<file path="src/rtl/counter_seek_arbiter.sv">
// counter_seek_arbiter: round-robin arbiter and seek sequencer for a shared
// 2-bit up/down position counter. It grants one of two clients and steps the
// counter to the client's target by the shortest path, at one step every
// STEP_DIV cycles. It also keeps a shadow of the counter position and pulses
// done to the owner when the counter arrives.
//
// Ports:
//   clk        system clock, rising edge
//   reset      asynchronous, active-low reset
//   i_req      level requests, bit i from client i; held until o_done[i]
//   i_tgt0     client 0 target position, sampled at grant
//   i_tgt1     client 1 target position, sampled at grant
//   o_step     counter step enable (decode of registered state)
//   o_up_down  counter direction: 0 = increment, 1 = decrement
//   o_pos      shadow counter position
//   o_busy     high while a transaction is in MOVE or DONE
//   o_gnt      one-hot owner of the current transaction, 0 when idle
//   o_done     one-cycle completion pulse to the owner
module counter_seek_arbiter #(
  parameter int unsigned STEP_DIV = 4
) (
  input  logic       clk,
  input  logic       reset,
  input  logic [1:0] i_req,
  input  logic [1:0] i_tgt0,
  input  logic [1:0] i_tgt1,
  output logic       o_step,
  output logic       o_up_down,
  output logic [1:0] o_pos,
  output logic       o_busy,
  output logic [1:0] o_gnt,
  output logic [1:0] o_done
);

  localparam int unsigned      DIV_W    = 8;
  localparam logic [DIV_W-1:0] DIV_LOAD = DIV_W'(STEP_DIV - 1);

  typedef enum logic [1:0] {
    S_IDLE = 2'd0,
    S_MOVE = 2'd1,
    S_DONE = 2'd2
  } state_t;

  state_t           r_state,   w_state_nxt;
  logic [1:0]       r_pos,     w_pos_nxt;
  logic [1:0]       r_tgt,     w_tgt_nxt;
  logic             r_up_down, w_up_down_nxt;
  logic [1:0]       r_gnt,     w_gnt_nxt;
  logic [1:0]       r_done,    w_done_nxt;
  logic             r_busy,    w_busy_nxt;
  logic [DIV_W-1:0] r_div,     w_div_nxt;
  logic             r_last,    w_last_nxt;

  logic             w_step;
  logic             w_win;
  logic [1:0]       w_tgt_sel;
  logic [1:0]       w_dist;
  logic [1:0]       w_pos_step;

  // Winner: a lone requester wins; on a tie the client that did not win last.
  assign w_win      = (i_req == 2'b11) ? ~r_last : i_req[1];
  assign w_tgt_sel  = w_win ? i_tgt1 : i_tgt0;
  // Forward distance mod 4; only a distance of 3 is shorter going down.
  assign w_dist     = w_tgt_sel - r_pos;
  assign w_pos_step = r_up_down ? (r_pos - 2'd1) : (r_pos + 2'd1);

  // Step decodes registered state only, so reset drops it immediately.
  assign w_step     = (r_state == S_MOVE) && (r_div == '0);

  // State and output registers.
  always_ff @(posedge clk or negedge reset) begin
    if (!reset) begin
      r_state   <= S_IDLE;
      r_pos     <= 2'd0;
      r_tgt     <= 2'd0;
      r_up_down <= 1'b0;
      r_gnt     <= 2'd0;
      r_done    <= 2'd0;
      r_busy    <= 1'b0;
      r_div     <= '0;
      r_last    <= 1'b1;
    end else begin
      r_state   <= w_state_nxt;
      r_pos     <= w_pos_nxt;
      r_tgt     <= w_tgt_nxt;
      r_up_down <= w_up_down_nxt;
      r_gnt     <= w_gnt_nxt;
      r_done    <= w_done_nxt;
      r_busy    <= w_busy_nxt;
      r_div     <= w_div_nxt;
      r_last    <= w_last_nxt;
    end
  end

  // Next-state and next-output logic.
  always_comb begin
    w_state_nxt   = r_state;
    w_pos_nxt     = r_pos;
    w_tgt_nxt     = r_tgt;
    w_up_down_nxt = r_up_down;
    w_gnt_nxt     = r_gnt;
    w_done_nxt    = 2'd0;
    w_busy_nxt    = r_busy;
    w_div_nxt     = r_div;
    w_last_nxt    = r_last;

    case (r_state)
      S_IDLE: begin
        if (|i_req) begin
          w_last_nxt    = w_win;
          w_gnt_nxt     = {w_win, ~w_win};
          w_tgt_nxt     = w_tgt_sel;
          w_busy_nxt    = 1'b1;
          w_up_down_nxt = (w_dist == 2'd3);
          w_div_nxt     = DIV_LOAD;
          if (w_dist == 2'd0) begin
            w_state_nxt = S_DONE;
            w_done_nxt  = {w_win, ~w_win};
          end else begin
            w_state_nxt = S_MOVE;
          end
        end
      end

      S_MOVE: begin
        if (w_step) begin
          // Shadow tracks the counter, which moves on this same edge.
          w_pos_nxt = w_pos_step;
          w_div_nxt = DIV_LOAD;
          if (w_pos_step == r_tgt) begin
            w_state_nxt = S_DONE;
            w_done_nxt  = r_gnt;
          end
        end else begin
          w_div_nxt = r_div - DIV_W'(1);
        end
      end

      S_DONE: begin
        w_state_nxt = S_IDLE;
        w_gnt_nxt   = 2'd0;
        w_busy_nxt  = 1'b0;
      end

      default: begin
        w_state_nxt = S_IDLE;
      end
    endcase
  end

  assign o_step    = w_step;
  assign o_up_down = r_up_down;
  assign o_pos     = r_pos;
  assign o_busy    = r_busy;
  assign o_gnt     = r_gnt;
  assign o_done    = r_done;

endmodule

</file>
<file path="config.mk">
export PLATFORM = sky130hd
export DESIGN_NAME = counter_seek_arbiter
export DESIGN_NICKNAME = d
export VERILOG_FILES = /design/src/rtl/counter_seek_arbiter.sv
export SDC_FILE = /design/constraint.sdc
export NUM_CORES = 1
export LEC_CHECK = 0
export BUFFER_PORTS_ARGS = -buffer_cell sky130_fd_sc_hd__buf_2
export CELL_PAD_IN_SITES_DETAIL_PLACEMENT = 0
export CELL_PAD_IN_SITES_GLOBAL_PLACEMENT = 1
export CORE_MARGIN = 2
export CORE_UTILIZATION = 44
export CTS_CLUSTER_SIZE = 10
export DETAILED_ROUTE_END_ITERATION = 10
export GPL_TIMING_DRIVEN = 0
export PLACE_DENSITY_LB_ADDON = 0.1
export SLEW_MARGIN = 20
export SYNTH_ARGS = -nofsm -noshare
export SYNTH_HDL_FRONTEND = slang
export SYNTH_SLANG_ARGS = --single-unit
</file>
<file path="constraint.sdc">
create_clock -name clk -period 3 [get_ports clk]
set_input_delay 0.6 -clock clk [delete_from_list [all_inputs] [get_ports clk]]
set_output_delay 0.6 -clock clk [all_outputs]
set_load 0.05 [all_outputs]
</file>
Yosys cells after proc, flatten, opt, wreduce, memory -nomap -nowiden

Cells that the tools add are included.

$add $sub $neg: 4
$mul: 0
Div/mod/pow operators: 0
$lt $le $gt $ge: 0
Equal/unequal tests: 8
Shift operators: 0
Multiplexer cells: 20
Bitwise operators: 2
Reduce and logical (&&, ||, !) cells: 12

Operator list:

| operator            | number |
|---|---|
| $mux 2              | 11 |
| $mux 8              | 2 |
| $pmux 8 s2          | 1 |
| $pmux 2 s2          | 3 |
| $logic_not 8->1     | 1 |
| $reduce_and 2->1    | 4 |
| $sub 8x1->8 const B | 1 |
| $eq 2x2->1 const B  | 3 |
| $logic_not 2->1     | 2 |
| $ne 2x2->1 const B  | 2 |
| $reduce_bool 2->1   | 2 |
| $reduce_and 3->1    | 1 |
| $add 2x1->2 const B | 1 |
| $eq 2x1->1 const B  | 1 |
| $eq 2x2->1          | 1 |
| $mux 1              | 2 |
| $ne 2x1->1 const B  | 1 |
| $not 1->1           | 2 |
| $pmux 1 s2          | 1 |
| $reduce_or 2->1     | 1 |
| $sub 2x1->2 const B | 1 |
| $sub 2x2->2         | 1 |
| $logic_and 1x1->1   | 1 |

Register bits: 21
Bits in latches: 0
RAM bits: 0
Memory bits (read-only): 0
Input port bits: 8
Output and inout port bits: 9
Memories: 0

Longest topological paths before layout

Gate-level depths: netlist of run 1.

Depth after elaboration: 8
Mapped depth: 6

Worst setup path after synthesis of run 1

Ideal clock, no wire load.

Path kind: reg-to-output
From: register r_div[0]
To: output o_step
Data arrival time: 1400 ps
Data required time: 2400 ps
Path slack: 1000 ps
Stages on the path, launching flop included: 6
Buffers on the path: 0
Path through: dfrtp_1 -> inv_1 -> ha_1 -> nor3b_1 -> nand3_1 -> inv_1

Cells in the longest elaborated chain, start to end: 2

RTL lines:

| what                     | line | text |
|---|---|---|
| start: declaration       | 51   | `logic [DIV_W-1:0] r_div, w_div_nxt;` |
| start signal: assignment | 90   | `r_div <= w_div_nxt;` |
| $logic_not 8->1          | 68   | `assign w_step = (r_state == S_MOVE) && (r_div == '0);` |
| $logic_and 1x1->1        | 68   |  |
| end: declaration         | 27   | `output logic o_step,` |

No other way between the ends.

Final worst setup path of run 1

From: register r_state[0]
To: output o_step

Cells in the longest elaborated chain, start to end: 2

RTL lines:

| what                     | line | text |
|---|---|---|
| start: declaration       | 44   | `state_t r_state, w_state_nxt;` |
| start signal: assignment | 83   | `r_state <= w_state_nxt;` |
| $eq 2x1->1               | 68   |  |
| $logic_and 1x1->1        | 68   |  |

No other way between the ends.

==> impl_results.md, run 1 <==
* Per-instance average area after synthesis at 9.86 sq um
* Status: finished, final reports clean
* CP max stage cell: nor2b_1
* ANT cells at 0
* Number of antenna violations at the first check in global routing at 0
* Nets at 148
* Max Fanout on Critical Path at 9
* WL final at 2270 um
* Number of global-route vias before repair at 912
* Maximum cell stage delay along the critical path at 400 ps
* Commonest cells after routing, fill and taps aside: dfrtp_1 (20), nor2_1 (17), buf_2 (16)
* Maximum clock rate at 398 MHz
* Sum of negative setup slack at 0 ps
* Post-synthesis instance total at 117
* Number of buffers between clock root and the deepest sink at 2
* Arrival time at the worst endpoint at 1910 ps
* Critical Path End Type: primary output
* CTS buffer count at 3
* H-tree depth at 1
* Async set-reset flop share out of synthesis at 100%
* CTS Hold Bufs at 0
* Number of cells upsized or downsized after cts at 0
* Overall Global Routing Usage at 16.5%
* Reg-to-reg endpoint: o_up_down$_DFFE_PN0P_
* Pwr/cell area at 1140 mW/mm^2
* Number of detailed-routing iterations run before antenna repair at 4
* Leakage power total at 0.000616 uW
* Die area at 0.00305 sq mm
* Most common cell after layout, fill and taps aside: dfrtp_1
* Initial Utilization at 46.6%
* Cell variety after synth at 37
* Headroom to the max-slew limit at 49.5%
* Net count of the mapped netlist at 127
* Clk root buf: clkbuf_4
* Area of the mapped netlist at 0.00115 sq mm
* Maximum number of pins on one net before global-route repair at 22
* Iter 0 DRT Violations at 19
* Buffers on Ports at 16
* Number of enable-type register cells in the synthesized netlist at 0
* Reg-to-reg setup timing slack at 1230 ps
* Worst min-delay path class: in -> async
* CTS clk-pin slew, worst paths at 130 ps
* Routed length per instance at 13.6 um
* Clock net sink count at 21
* Placer Congestion at 0.701
* Count of unresolved DRC violations after routing at 0
* Vias per cell at 5.37
* Die width at 55.2 um
* RSZ-0062 raised after global routing: false
* Worst VDD drop at 0.578 mV
* Number of setup buffers added after CTS at 0
* Yosys warning total at 0
* Worst Reg-to-Reg Cells at 5
* Number of synthesized register bits at 21
* Actual transition at the worst max-transition pin at 752 ps
* I/O pins at 17
* HPWL after detailed placement at 1660 um
* TritonCTS clock tree: yes
* Layout Cells excl Fill at 167
* CP Launch Type: flop
* Syn-to-layout area delta at 12.6%
* Met1 GRT Util at 22.1%
* Chip height at 55.2 um
* Final worst path period share at 83.8%
* Share of synthesized area occupied by flip-flops and latches at 45.7%
* Met3 GRT Util at 2.11%
* Critical register-to-register path startpoint: r_last$_DFFE_PN1P_
* Number of maximum-capacitance violations at 0
* First-pass GRT wire length at 4040 um
* Fraction of layout cells with a size suffix above 1 at 19.0%
* Category of the most critical setup path: reg -> out
* Number of hold violations in the final report at 0
* GR peak layer: met2
* Worst-Skew Late Latency at 310 ps
* Critical Path Source: r_state[0]$_DFFE_PN0P_
* Std-Cell Core Area at 0.00248 sq mm
* Count of final max-slew check failures at 0
* Shortest clock period the worst path allows after layout at 2510 ps
* Overall via count from detail_route at 896
* Total instance count after detailed placement at 163
* Final antenna-violating net count at 0
* Setup violations, final at 0
* Placement row count at 18
* Total power after layout at 1480 uW
* Ordered cell list for the critical path: buf_4 > nor2b_1 > nand3_1 > inv_1 > buf_2
* Grt met2 use at 27.2%
* Ys flop type: dfrtp_1
* Worst setup skew after layout at 7.46 ps
* Fill cells at 247
* Congestion Overflow GR at 0
* Data required time of the worst path at 2400 ps
-- per-stage QoR --
stage	utilization [%]	setup WS, ps	cell area [sq um]	hold WS (ps)
final	52.4	487	1300	228
after CTS	52.4	468	1300	238
after global placement	51.3	852	1270	484
after global routing	52.4	295	1300	254
after floorplan	-	1000	1150	304
after detailed placement	51.3	835	1270	491
-- cell usage after synthesis, types with 3 or more instances --
cell type  number  area [sq um]
or3_1           3          18.8
inv_1           4          15.0
xnor2_1         7          61.3
nor2_1         17          63.8
mux2i_1         3          30.0
dfrtp_1        20           500
nor3_1          4          20.0
nor2b_1         7          43.8
o21ai_0         8          40.0
nand2_1         7          26.3
a21oi_1         3          15.0
-- registers in the layout, summed over array words and instances (netlist names) --
name and count:
r_tgt 2, o_busy 1, o_up_down 1, o_pos 2
o_done 2, r_last 1, r_state 2, r_div 8
o_gnt 2
-- cell families (layout without fill, tap and decap cells) --
family	Yosys count	in the layout	synth area share, %
and+or+nand+nor	51	51	23.0
AOI/OAI and AO/OA	23	23	14.0
DFF	21	21	45.7
xor gates and xnor gates	10	10	9.98
buffers and inverters	7	27	2.60
muxes	3	3	2.60
adders and majority gates	2	2	2.17
-- how the worst max path moves through the flow --
stage                  end  slack, ps  depth (start not counted)
floorplan           o_step       1000                          5
global placement    o_step        850                          5
detailed placement  o_step        840                          4
CTS                 o_step        470                          6
global route        o_step        300                          4
finish              o_step        490                          5
-- worst max-delay path, delay by kind of cell, from the launching register on --
family	cells	cell delay (ps)
buffers and inverters	3	520
DFF	1	340
and+or+nand+nor	2	740
-- layer usage --
| metal | share of wire, % | up-vias |
|---|---|---|
| li1 | - | 450 |
| met1 | 48 | 417 |
| met2 | 45 | 24 |
| met3 | 4.3 | 5 |
| met4 | 1.7 | 0 |
| met5 | 0 | - |
-- final cells by class --
cell class	instances	area, sq um	share of cell area, %
clock buffer	3	22.5	1.73
clock inverter	1	5.00	0.385
tap	30	37.5	2.89
sequential	21	527	40.6
inverter	4	15.0	1.16
timing repair buffer	16	80.1	6.17
buffer	3	15.0	1.16
multi-input combinational	89	597	46.0
-- report_power, final --
part	switching, uW	leakage (uW)	total, uW	internal, uW
Sequential	125	0.000260	537	412
Clock	91.1	0.0000177	141	49.8
Combinational	477	0.000339	806	329
(Power assumes the default switching activity.)
==> inputs of run 2 (changes only) <==
Settings changed: CORE_UTILIZATION 44 to 38.
Clock period 3 ns to 2.1 ns, I/O delays scaled along.
==> impl_results.md, run 2 (same netlist as run 1, synthesis figures left out) <==
* Buffers on Ports at 16 (unchanged)
* First-pass GRT wire length at 4280 um (was 4040 um)
* Status: finished, final reports clean (unchanged)
* WL final at 2570 um (was 2270 um)
* Worst path bufs/invs at 3 (unchanged)
* Setup violations, final at 0 (unchanged)
* Maximum cell stage delay along the critical path at 440 ps (was 400 ps)
* CTS buffer count at 3 (unchanged)
* Overall via count from detail_route at 936 (was 896)
* Commonest cells after routing, fill and taps aside: dfrtp_1 (20), nor2_1 (17), buf_2 (15) (was dfrtp_1 (20), nor2_1 (17), buf_2 (16))
* Clock power share at 9.0% (was 9.5%)
* Maximum number of pins on one net before global-route repair at 22 (unchanged)
* Pwr/cell area at 1660 mW/mm^2 (was 1140 mW/mm^2)
* ANT cells at 0 (unchanged)
* Layout Cells excl Fill at 170 (was 167)
* Count of final max-slew check failures at 0 (unchanged)
* Worst setup skew after layout at 2.74 ps (was 7.46 ps)
* Shortest clock period the worst path allows after layout at 1980 ps
* Clock net sink count at 21 (unchanged)
* TritonCTS clock tree: yes (unchanged)
* CTS Hold Bufs at 0 (unchanged)
* Register name with the most flops: r_div (unchanged)
* Flip-flop count of the largest register after layout at 8 (unchanged)
* Worst min-delay path class: in -> async (unchanged)
* Worst VDD drop at 0.611 mV (was 0.578 mV)
* Syn-to-layout area delta at 16.9% (was 12.6%)
* Overall Global Routing Usage at 16.5% (about the same)
* Headroom to the max-slew limit at 46.5% (was 49.5%)
* Number of hold violations in the final report at 0 (unchanged)
* Part of the total power dissipated in sequential elements at 35.8% (was 36.2%)
* Part of the power in combinational logic at 55.1% (was 54.3%)
* Critical Path End Type: primary output (unchanged)
* HPWL after detailed placement at 1700 um (was 1660 um)
* Initial Utilization at 40.8% (was 46.6%)
* Clk root buf: clkbuf_4 (unchanged)
* Routed length per instance at 15.1 um (was 13.6 um)
* Cell family with most CP delay: flip-flops (was simple AND/OR/NAND/NOR gates)
* CTS clk-pin slew, worst paths at 120 ps (was 130 ps)
* CP max stage cell: dfrtp_1 (was nor2b_1)
* Leakage power total at 0.000631 uW (was 0.000616 uW)
* Switching power of the nets at 1060 uW (was 693 uW)
* Die area at 0.00349 sq mm (was 0.00305 sq mm)
* Maximum clock rate at 504 MHz
* H-tree depth at 1 (unchanged)
* Number of detailed-routing iterations run before antenna repair at 4 (unchanged)
* Number of buffers between clock root and the deepest sink at 2 (unchanged)
* Worst-Skew Late Latency at 310 ps (about the same)
* Vias per cell at 5.51 (was 5.37)
* Std-Cell Core Area at 0.00283 sq mm (was 0.00248 sq mm)
* Fraction of layout cells with a size suffix above 1 at 23.0% (was 19.0%)
* Placement row count at 19 (was 18)
* Iter 0 DRT Violations at 33 (was 19)
* Actual transition at the worst max-transition pin at 796 ps (was 752 ps)
* Sum of negative setup slack at 0 ps (unchanged)
* Placer Congestion at 0.682 (was 0.701)
* CP Launch Type: flop (unchanged)
* Final antenna-violating net count at 0 (unchanged)
* Total instance count after detailed placement at 164 (was 163)
* Ordered cell list for the critical path: inv_1 > ha_1 > nor3b_4 > nand3_2 > inv_2 > buf_6 (was buf_4 > nor2b_1 > nand3_1 > inv_1 > buf_2)
* Category of the most critical setup path: reg -> out (unchanged)
* Most common cell after layout, fill and taps aside: dfrtp_1 (unchanged)
* Nets at 150 (was 148)
* Number of maximum-capacitance violations at 0 (unchanged)
* Number of antenna violations at the first check in global routing at 0 (unchanged)
* Arrival time at the worst endpoint at 1560 ps (was 1910 ps)
* I/O pins at 17 (unchanged)
* Switching part of the total at 47.3% (was 46.7%)
* Number of global-route vias before repair at 919 (was 912)
* Count of unresolved DRC violations after routing at 0 (unchanged)
* Internal power of the cells at 1180 uW (was 792 uW)
* Chip height at 59.1 um (was 55.2 um)
* Congestion Overflow GR at 0 (unchanged)
* Final worst path period share at 94.5%
* RSZ-0062 raised after global routing: false (unchanged)
* Data required time of the worst path at 1680 ps (was 2400 ps)
* Max Fanout on Critical Path at 4 (was 9)
* Die width at 59.1 um (was 55.2 um)
==> run 2: changes by cell type in the layout (fill, tap and decap cells not counted), sizes merged <==
cell,change
buf,+2
==> run 2: final cells by class <==
cell class | count | area, sq um
fillers | 278 | 1480
clock buffers | 3 | 22.5
well taps | 31 | 38.8
flip-flops and latches | 21 | 527
repair buffers | 18 | 101
inverters | 4 | 15.0
multi-input cells | 89 | 624
plain buffers | 3 | 15.0
clock inverters | 1 | 5.00
==> run 2: power by group through the flow <==
| stage | Combinational [uW] | Clock, uW | Sequential (uW) |
|---|---|---|---|
| after floorplan | 736 | 0 | 943 |
| after global placement | 1150 | 0 | 772 |
| after detailed placement | 1160 | 0 | 783 |
| after CTS | 1210 | 220 | 790 |
| after global routing | 1360 | 239 | 828 |
| final | 1230 | 201 | 800 |
==> run 2: worst reg2reg max path, stage by stage, from the launching register on <==
cell      delay (ps)
dfstp_2          410
a21boi_2         300
mux2i_1          270
ha_1             200
xnor3_1          290
a22o_1           180
==> run 2: per-layer routing <==
layer | up-vias | GRT usage [%] | share of wire, %
li1 | 455 | - | -
met1 | 454 | 22.5 | 48
met2 | 25 | 26.3 | 48
met3 | 2 | 2.18 | 3.9
met4 | 0 | 6.82 | 0.55
met5 | - | 0 | 0
==> run 2: per-stage QoR <==
stage,hold WS (ps),instance area [sq um],power (uW),setup slack [ps],utilization (%)
3_5_place_dp,421,1270,1940,132,45.0
4_1_cts,59.2,1330,2220,53.7,47.1
2_1_floorplan,124,1150,1680,280,-
5_1_grt,57.2,1350,2420,3.60,47.7
3_3_place_gp,414,1270,1920,92.2,45.0
6_report,56.2,1350,2230,115,47.7
==> run 2: worst paths after layout <==
kind                                           start                    end  slack, ps  cells after the start
worst max-delay path            r_div[0]$_DFFE_PN0P_                 o_step        120                      6
worst min-delay path                           reset   r_div[4]$_DFFE_PN0P_         60                      1
worst max register to register    r_last$_DFFE_PN1P_  o_up_down$_DFFE_PN0P_        350                      5
worst min register to register  r_tgt[0]$_DFFE_PN0P_   r_tgt[0]$_DFFE_PN0P_        520                      2
max in group asynchronous                      reset     r_last$_DFFE_PN1P_       1690                      1
min in group clk                           i_tgt0[0]   r_tgt[0]$_DFFE_PN0P_        440                      3
==> run 2: what timing repair did <==
action	4_1_cts	5_1_grt
resized for setup	5	3
buffers inserted	1	1
pin swaps	1	0
hold endpoints to repair	0	0
setup endpoints to repair	1	1
